**src/rtl/dma_xfer_ctrl.sv**
```systemverilog
// dma_xfer_ctrl: DMA transfer sequencer behind the configuration register file.
// On a start edge it latches SRC/DST/LEN and copies LEN bytes word by word over
// a single ICB master port. Each chunk of up to BURST words is first read into
// an internal buffer, then written out, with one bus transaction outstanding.
//
// Ports:
//   clk, rst_n        clock, asynchronous active-low reset
//   CTR               [0] enable, [1] irq enable
//   CR                [0] start (rising edge), [1] clear status (rising edge)
//   SRC_REG/DST_REG   source / destination byte address (word aligned)
//   LEN_REG           transfer length in bytes (multiple of 4)
//   SR                [0] done, [1] err, [2] busy, [3] align_err
//   dma_irq           level interrupt, CTR[1] & (done | err)
//   m_icb_*           ICB master command / response channels
module dma_xfer_ctrl #(
   parameter int BURST = 8
) (
   input  logic        clk,
   input  logic        rst_n,
   input  logic [31:0] CTR,
   input  logic [31:0] CR,
   input  logic [31:0] SRC_REG,
   input  logic [31:0] DST_REG,
   input  logic [31:0] LEN_REG,
   output logic [31:0] SR,
   output logic        dma_irq,
   output logic        m_icb_cmd_valid,
   output logic        m_icb_cmd_read,
   output logic [31:0] m_icb_cmd_addr,
   output logic [31:0] m_icb_cmd_wdata,
   output logic [3:0]  m_icb_cmd_wmask,
   input  logic        m_icb_cmd_ready,
   input  logic        m_icb_rsp_valid,
   input  logic [31:0] m_icb_rsp_rdata,
   input  logic        m_icb_rsp_err,
   output logic        m_icb_rsp_ready
);
   localparam int IW = $clog2(BURST);
   localparam int CW = IW + 1;

   typedef enum logic [1:0] {IDLE, RD, WR, DONE} state_t;
   state_t state, state_nxt;

   logic [1:0]            cr_q;
   logic                  sr_done, sr_err, sr_busy, sr_align;
   logic [31:0]           src_ptr, dst_ptr;
   logic [29:0]           words_left;
   logic [CW-1:0]         chunk;
   logic [IW-1:0]         idx;
   logic                  wait_rsp;   // command accepted, response pending
   logic [BURST-1:0][31:0] buf_q;

   logic        start_go, clr_go, bad_align, cmd_fire, rsp_fire, last_beat;
   logic [29:0] len_words, words_rem;
   logic        unused_bits;

   function automatic logic [CW-1:0] chunk_of(input logic [29:0] w);
      if (w >= 30'(BURST)) return CW'(BURST);
      return w[CW-1:0];
   endfunction

   assign unused_bits = ^{CTR[31:2], CR[31:2]};

   assign start_go  = CR[0] & ~cr_q[0] & (state == IDLE) & CTR[0];
   assign clr_go    = CR[1] & ~cr_q[1];
   assign bad_align = |{SRC_REG[1:0], DST_REG[1:0], LEN_REG[1:0]};
   assign len_words = LEN_REG[31:2];
   assign cmd_fire  = m_icb_cmd_valid & m_icb_cmd_ready;
   assign rsp_fire  = m_icb_rsp_valid & m_icb_rsp_ready;
   assign last_beat = ({1'b0, idx} == chunk - CW'(1));
   assign words_rem = words_left - 30'(chunk);

   assign SR      = {28'h0, sr_align, sr_busy, sr_err, sr_done};
   assign dma_irq = CTR[1] & (sr_done | sr_err);

   always_ff @(posedge clk or negedge rst_n) begin
      if (!rst_n) state <= IDLE;
      else        state <= state_nxt;
   end

   // Bus outputs are decoded purely from registered state, so an async reset
   // drops any partially issued command in the same cycle.
   always_comb begin
      state_nxt       = state;
      m_icb_cmd_valid = 1'b0;
      m_icb_cmd_read  = 1'b0;
      m_icb_cmd_addr  = 32'h0;
      m_icb_cmd_wdata = 32'h0;
      m_icb_cmd_wmask = 4'h0;
      m_icb_rsp_ready = 1'b0;
      case (state)
         IDLE: if (start_go && !bad_align && len_words != '0) state_nxt = RD;
         RD: begin
            m_icb_cmd_valid = ~wait_rsp;
            m_icb_cmd_read  = 1'b1;
            m_icb_cmd_addr  = src_ptr;
            m_icb_rsp_ready = wait_rsp;
            if (rsp_fire) begin
               if (m_icb_rsp_err)  state_nxt = IDLE;
               else if (last_beat) state_nxt = WR;
            end
         end
         WR: begin
            m_icb_cmd_valid = ~wait_rsp;
            m_icb_cmd_addr  = dst_ptr;
            m_icb_cmd_wdata = buf_q[idx];
            m_icb_cmd_wmask = 4'hF;
            m_icb_rsp_ready = wait_rsp;
            if (rsp_fire) begin
               if (m_icb_rsp_err)  state_nxt = IDLE;
               else if (last_beat) state_nxt = (words_rem == '0) ? DONE : RD;
            end
         end
         DONE:    state_nxt = IDLE;
         default: state_nxt = IDLE;
      endcase
   end

   always_ff @(posedge clk or negedge rst_n) begin
      if (!rst_n) begin
         cr_q       <= '0;
         sr_done    <= 1'b0;
         sr_err     <= 1'b0;
         sr_busy    <= 1'b0;
         sr_align   <= 1'b0;
         src_ptr    <= '0;
         dst_ptr    <= '0;
         words_left <= '0;
         chunk      <= '0;
         idx        <= '0;
         wait_rsp   <= 1'b0;
         buf_q      <= '0;
      end else begin
         cr_q <= CR[1:0];
         if (clr_go) begin
            sr_done  <= 1'b0;
            sr_err   <= 1'b0;
            sr_align <= 1'b0;
         end
         // Placed after the clear so a same-cycle start wins.
         if (start_go) begin
            sr_done  <= 1'b0;
            sr_err   <= 1'b0;
            sr_align <= 1'b0;
            if (bad_align) begin
               sr_err   <= 1'b1;
               sr_align <= 1'b1;
            end else if (len_words == '0) begin
               sr_done <= 1'b1;
            end else begin
               src_ptr    <= SRC_REG;
               dst_ptr    <= DST_REG;
               words_left <= len_words;
               chunk      <= chunk_of(len_words);
               idx        <= '0;
               sr_busy    <= 1'b1;
            end
         end
         if (cmd_fire) wait_rsp <= 1'b1;
         if (rsp_fire) begin
            wait_rsp <= 1'b0;
            if (m_icb_rsp_err) begin
               sr_busy <= 1'b0;
               sr_err  <= 1'b1;
               idx     <= '0;
            end else begin
               idx <= last_beat ? '0 : idx + IW'(1);
               if (state == RD) begin
                  buf_q[idx] <= m_icb_rsp_rdata;
                  src_ptr    <= src_ptr + 32'd4;
               end else begin
                  dst_ptr <= dst_ptr + 32'd4;
               end
               // End of a write chunk: either refill or finish. Done is set
               // together with the DONE state so it is visible during it.
               if (state == WR && last_beat) begin
                  words_left <= words_rem;
                  chunk      <= chunk_of(words_rem);
                  if (words_rem == '0) begin
                     sr_busy <= 1'b0;
                     sr_done <= 1'b1;
                  end
               end
            end
         end
      end
   end
endmodule

```
**config.mk**
```make
export PLATFORM = sky130hd
export DESIGN_NAME = dma_xfer_ctrl
export DESIGN_NICKNAME = d
export VERILOG_FILES = /design/src/rtl/dma_xfer_ctrl.sv
export SDC_FILE = /design/constraint.sdc
export NUM_CORES = 1
export LEC_CHECK = 0
export BUFFER_PORTS_ARGS = -buffer_cell sky130_fd_sc_hd__buf_4
export CAP_MARGIN = 20
export CORE_MARGIN = 2
export CORE_UTILIZATION = 45
export CTS_CLUSTER_DIAMETER = 40
export DETAILED_ROUTE_END_ITERATION = 16
export PLACE_DENSITY = 0.65
export SYNTH_ARGS = -nofsm -noshare
export SYNTH_HDL_FRONTEND = slang
export SYNTH_SLANG_ARGS = --single-unit
```
**constraint.sdc**
```tcl
create_clock -name clk -period 3.45 [get_ports clk]
set_input_delay 0.8625 -clock clk [delete_from_list [all_inputs] [get_ports clk]]
set_output_delay 0.8625 -clock clk [all_outputs]
set_load 0.005 [all_outputs]
```
== Word-level counts from Yosys, hierarchy flattened ==
Index checks and enable logic that the tools add are counted.
Word-level totals
  output and inout port bits: 104
  flip-flop bits (word level): 366
  input port bits: 197
  logic and storage cells: 155
Operators by class
  add/subtract/negate cells: 5
  bitwise operators: 12
  $lt $le $gt $ge: 4
  reductions and logical operators: 17
  equality and inequality tests: 11
  multiplexer cells: 86
Operator list (number)
  2-to-1 mux 32 bit: 15
  bitwise mux 256 bit: 1
  2-to-1 mux 30 bit: 6
  binary-select mux 32 bit (select 3 bit): 1
  demux 32 bit (select 3 bit): 1
  adder 32 x 3 -> 32 bit (second input constant): 2
  case mux 32 bit (2 select lines): 1
  greater-or-equal comparator 30 x 4 -> 1 bit (second input constant): 2
  zero test 30 bit: 2
  2-to-1 mux 4 bit: 11
  2-to-1 mux 1 bit: 35
  nonzero test 30 bit: 1
  subtractor 30 x 4 -> 30 bit: 1
  2-to-1 mux 3 bit: 6
  2-to-1 mux 2 bit: 8
  case mux 2 bit (4 select lines): 1
  bitwise AND 1 bit: 7
  != test 2 bit (second input constant): 3
  != test 3 bit (second input constant): 2
  AND reduction 3 bit: 2
  nonzero test 2 bit: 3
  OR reduction 6 bit: 1
  AND reduction 5 bit: 1
  equality test 2 bit (second input constant): 2
  other kinds (13): 20

== Depth between registers and ports, before layout ==
  depth after elaboration: 12
  gate-level depth with buffers: 11
  mapped depth without buffers: 11

== Worst setup path after synthesis ==
OpenSTA, ideal clock, no wires.
  path kind: register -> output
  from: reg idx[0]
  to: out m_icb_cmd_wdata[28]
  arrival: 2.001 ns
  cell stages (with the launch flop): 7
  slack: 0.587 ns
  path buffers: 3
  cells stage by stage: dfrtp_1 clkbuf_1 nor3b_1 clkbuf_1 buf_1 a22oi_1 a31oi_1
On the way
  word-level cells in the longest chain between the ends: 3
Ends and longest elaborated chain
  from (decl): RTL line 49  | logic [IW-1:0] idx;
  from (signal assigned): RTL line 167  | idx <= last_beat ? '0 : idx + IW'(1);
  binary-select mux 32 bit (select 3 bit): RTL line 106  | m_icb_cmd_wdata = buf_q[idx];
  2-to-1 mux 32 bit (not written as such): RTL line 106
  2-to-1 mux 32 bit: RTL line 91  | case (state)
  to (decl): RTL line 30  | output logic [31:0] m_icb_cmd_wdata,
Every way passes these cells. The select of a mux whose other input is x is not followed.

== Worst setup path after layout ==
  from: reg idx[1]
  to: out m_icb_cmd_wdata[27]
Same word-level chain as after synthesis.

==> impl_results.md <==
* CTS sink cnt at 366
* Power share of the combinational group at 24.3%
* Fin util at 56.9%
* NetSw at 4.64 mW
* Die ar. at 42200 um2
* Slowest cell on crit path: dfrtp_2
* M1 GR Usage at 34.0%
* CTS max path bufs at 3
* Clock power frac at 38.7%
* WP data arrival at 2.47 ns
* Die X at 205 um
* Sequential power share at 36.9%
* Final WL at 52.8 mm
* Worst setup EP type: primary output
* Vias in the first global route at 15000
* Row cnt at 73
* CP max stage delay at 0.50 ns
* Crit path launch type: flip-flop
* Area growth, synth to finish at 24.4%
* Min-Delay Path Class: in -> async
* Sequential share of the synthesized area at 50.1%
* Switching part of the total at 30.2%
* Yosys reg bits at 366
* Core area at 39900 um2
* Post-synth EDFFs at 0
* Hold Slack at 0.231 ns
* Clock slew at reported path FFs at 0.04 ns
* Mapped Area at 18300 um2
* Wire per inst at 21.4 um
* CP cell instances: and3b_1 -> buf_12 -> a22o_1 -> a221oi_1 -> a31oi_1 -> buf_4
* Post-DP HPWL at 34.2 mm
* Fin. max-slew vios at 0
* DR iter-0 viols at 935
* Initial antenna violation count at 1
* Clock Latency Late Sink at 0.62 ns
* Antenna Diode Count at 0
* Synth warn at 0
* Pwr Total at 15.4 mW
* Final estimated routing congestion in global placement at 0.931
* Reg2Reg Depth at 10
* # DRC at 0
* Clock skew at 0.0366 ns
* Max_cap viols at 0
* Nets at 2113
* First-pass GRT wire length at 83.3 mm
* Met2 usage at 41.9%
* CP max FO at 21
* Setup Crit Path Kind: reg -> out
* Fin crit share at 96.7%
* Leakage Power at 10.7 nW
* Total negative slack at 0 ns
* Post-Place Setup Slack at 0.349 ns
* Synth unique cells at 68
* Fin worst setup slack at 0.115 ns
* Fill cells at 3384
* Global-route usage over all layers at 25.3%
* Largest net degree at the start of global routing at 85
* Routed Antenna Nets at 0
* Root Buffer: clkbuf_16
* Minimum clock period after layout at 3.33 ns
* Initial Util at 45.8%
* GR Util met3 at 4.23%
* Final setup violation count at 0
* Worst rel slew slack at 33.7%
* Ys flop type: dfrtp_1
* RR Startpoint: chunk[3]
* Reg2Reg Setup Slack at 0.36 ns
* Mean Syn Cell Area at 10.9 um2
* Proportion of layout cells with a drive suffix above 1 at 34.1%
* Status: complete, no violations
* CTS H-tree depth at 2
* Syn Inst Count at 1676
* Least-Margin Pin Slew at 0.991 ns
* DRT Pass-1 Iters at 5
* Cell-internal power at 10.8 mW
* Asr flop ratio synth at 100%
* Height of the die at 205 um
* Total number of vias at 14700
* RSZ-0062 raised after global routing: false
* Peak VDD IR at 437 uV
* CTS tree: done
* Vias per std cell at 5.94
* Number of buffers created by CTS at 59
* P per Cell Area at 678 nW/um2
* Port bufs at 212
* I/O pins at 301
* GR peak layer: met2
* Crit path required time at 2.59 ns
* Hold bufs inserted after CTS at 0
* Reg-to-reg critical path endpoint: chunk[1]
* GRT Residual Overflow at 0
* Hold Violations, Final at 0
* Maximum clock frequency at 300 MHz
[worst max-delay path by stage]
stage             start                   to  slack (ns)  cells after the start
2_1_floorplan    idx[0]  m_icb_cmd_wdata[28]        0.59                      6
3_3_place_gp      CR[0]          src_ptr[15]        0.37                      8
3_5_place_dp   chunk[0]             state[1]        0.35                      9
4_1_cts          idx[2]  m_icb_cmd_wdata[13]        0.04                      6
5_1_grt          idx[0]  m_icb_cmd_wdata[30]      0.0003                      6
6_report         idx[1]  m_icb_cmd_wdata[27]        0.12                      6
[cell usage after synthesis, types with 38 or more instances]
cell | count | area [um2]
a21oi_1 | 70 | 350
nor3_1 | 38 | 190
a22oi_1 | 97 | 728
nor2_1 | 107 | 402
nand2_1 | 100 | 375
mux2_2 | 256 | 2880
dfrtp_1 | 366 | 9160
a31oi_1 | 45 | 282
o21ai_0 | 54 | 270
clkbuf_1 | 64 | 240
nand3_1 | 49 | 245
[layout by cell type, fill, tap and decap left out, types with 14 or more instances in the layout]
| cell | instances |
|---|---|
| nand2_1 | 100 |
| mux2_2 | 256 |
| a31oi_1 | 43 |
| a22oi_1 | 97 |
| a21oi_1 | 69 |
| a22o_1 | 33 |
| a221oi_1 | 32 |
| o22ai_1 | 14 |
| clkbuf_16 | 59 |
| inv_1 | 22 |
| nand3_1 | 49 |
| conb_1 | 28 |
| nor3_1 | 36 |
| buf_12 | 15 |
| or3_1 | 15 |
| o21ai_0 | 54 |
| buf_4 | 261 |
| dfrtp_1 | 363 |
| nor2_1 | 106 |
| nor2b_1 | 34 |
| and3_1 | 22 |
| a211oi_1 | 28 |
[power by group through the flow]
stage,logic [mW],clock network [mW],registers [mW]
6_report,3.75,5.96,5.69
3_5_place_dp,3.72,0,5.72
5_1_grt,4.10,6.26,5.79
3_3_place_gp,3.64,0,5.66
2_1_floorplan,2.33,0,5.50
4_1_cts,3.75,6.07,5.67
[per-layer routing]
metal	wire length, um	part of all wire (%)
met1	22800	43
met2	25200	48
met3	3430	6.5
met4	1260	2.4
met5	11	0.021
[critical path: cells and delay by family (launching register included)]
family | cells | cell delay [ns]
simple gates | 1 | 0.45
buf+inv | 2 | 0.41
compound gates | 3 | 0.52
flops | 1 | 0.50
[area by class of cell]
type	count	area, um2	area share (%)
flip-flops and latches	366	9160	40.3
inverters	22	82.6	0.364
repair buffers	277	2270	10.0
clock buffers	79	1650	7.27
clock inverters	25	350	1.54
multi-input cells	1177	8540	37.6
well taps	525	657	2.89
[flip-flops by register name (all words and copies together), names as in the netlist]
name and count:
idx 3, chunk 4, sr_busy 1, words_left 30, sr_done 1, sr_align 1, buf_q 256, wait_rsp 1
state 2, sr_err 1, cr_q 2, src_ptr 32, dst_ptr 32
[stage by stage]
step	cells	area [um2]
2_1_floorplan	1703	18400
3_3_place_gp	2366	20700
3_5_place_dp	2366	20700
4_1_cts	2470	22700
5_1_grt	2471	22700
6_report	2471	22700
[timing repair]
item                       CTS  global route
setup buffers                0             1
resized for setup            6             4
setup endpoints to repair   16             9
[logic make-up (layout without fill, tap and decap cells)]
family / count (synthesis) / after routing / synth area share, %
flops: 366 / 366 / 50.1
other cells: 1 / 28 / 0.0205
simple gates: 433 / 433 / 11.8
xor+xnor: 14 / 14 / 0.671
mux: 257 / 257 / 15.8
buf+inv: 160 / 403 / 4.03
compound gates: 432 / 432 / 16.6
fa+ha+maj: 13 / 13 / 0.932
(Power assumes the default switching activity.)
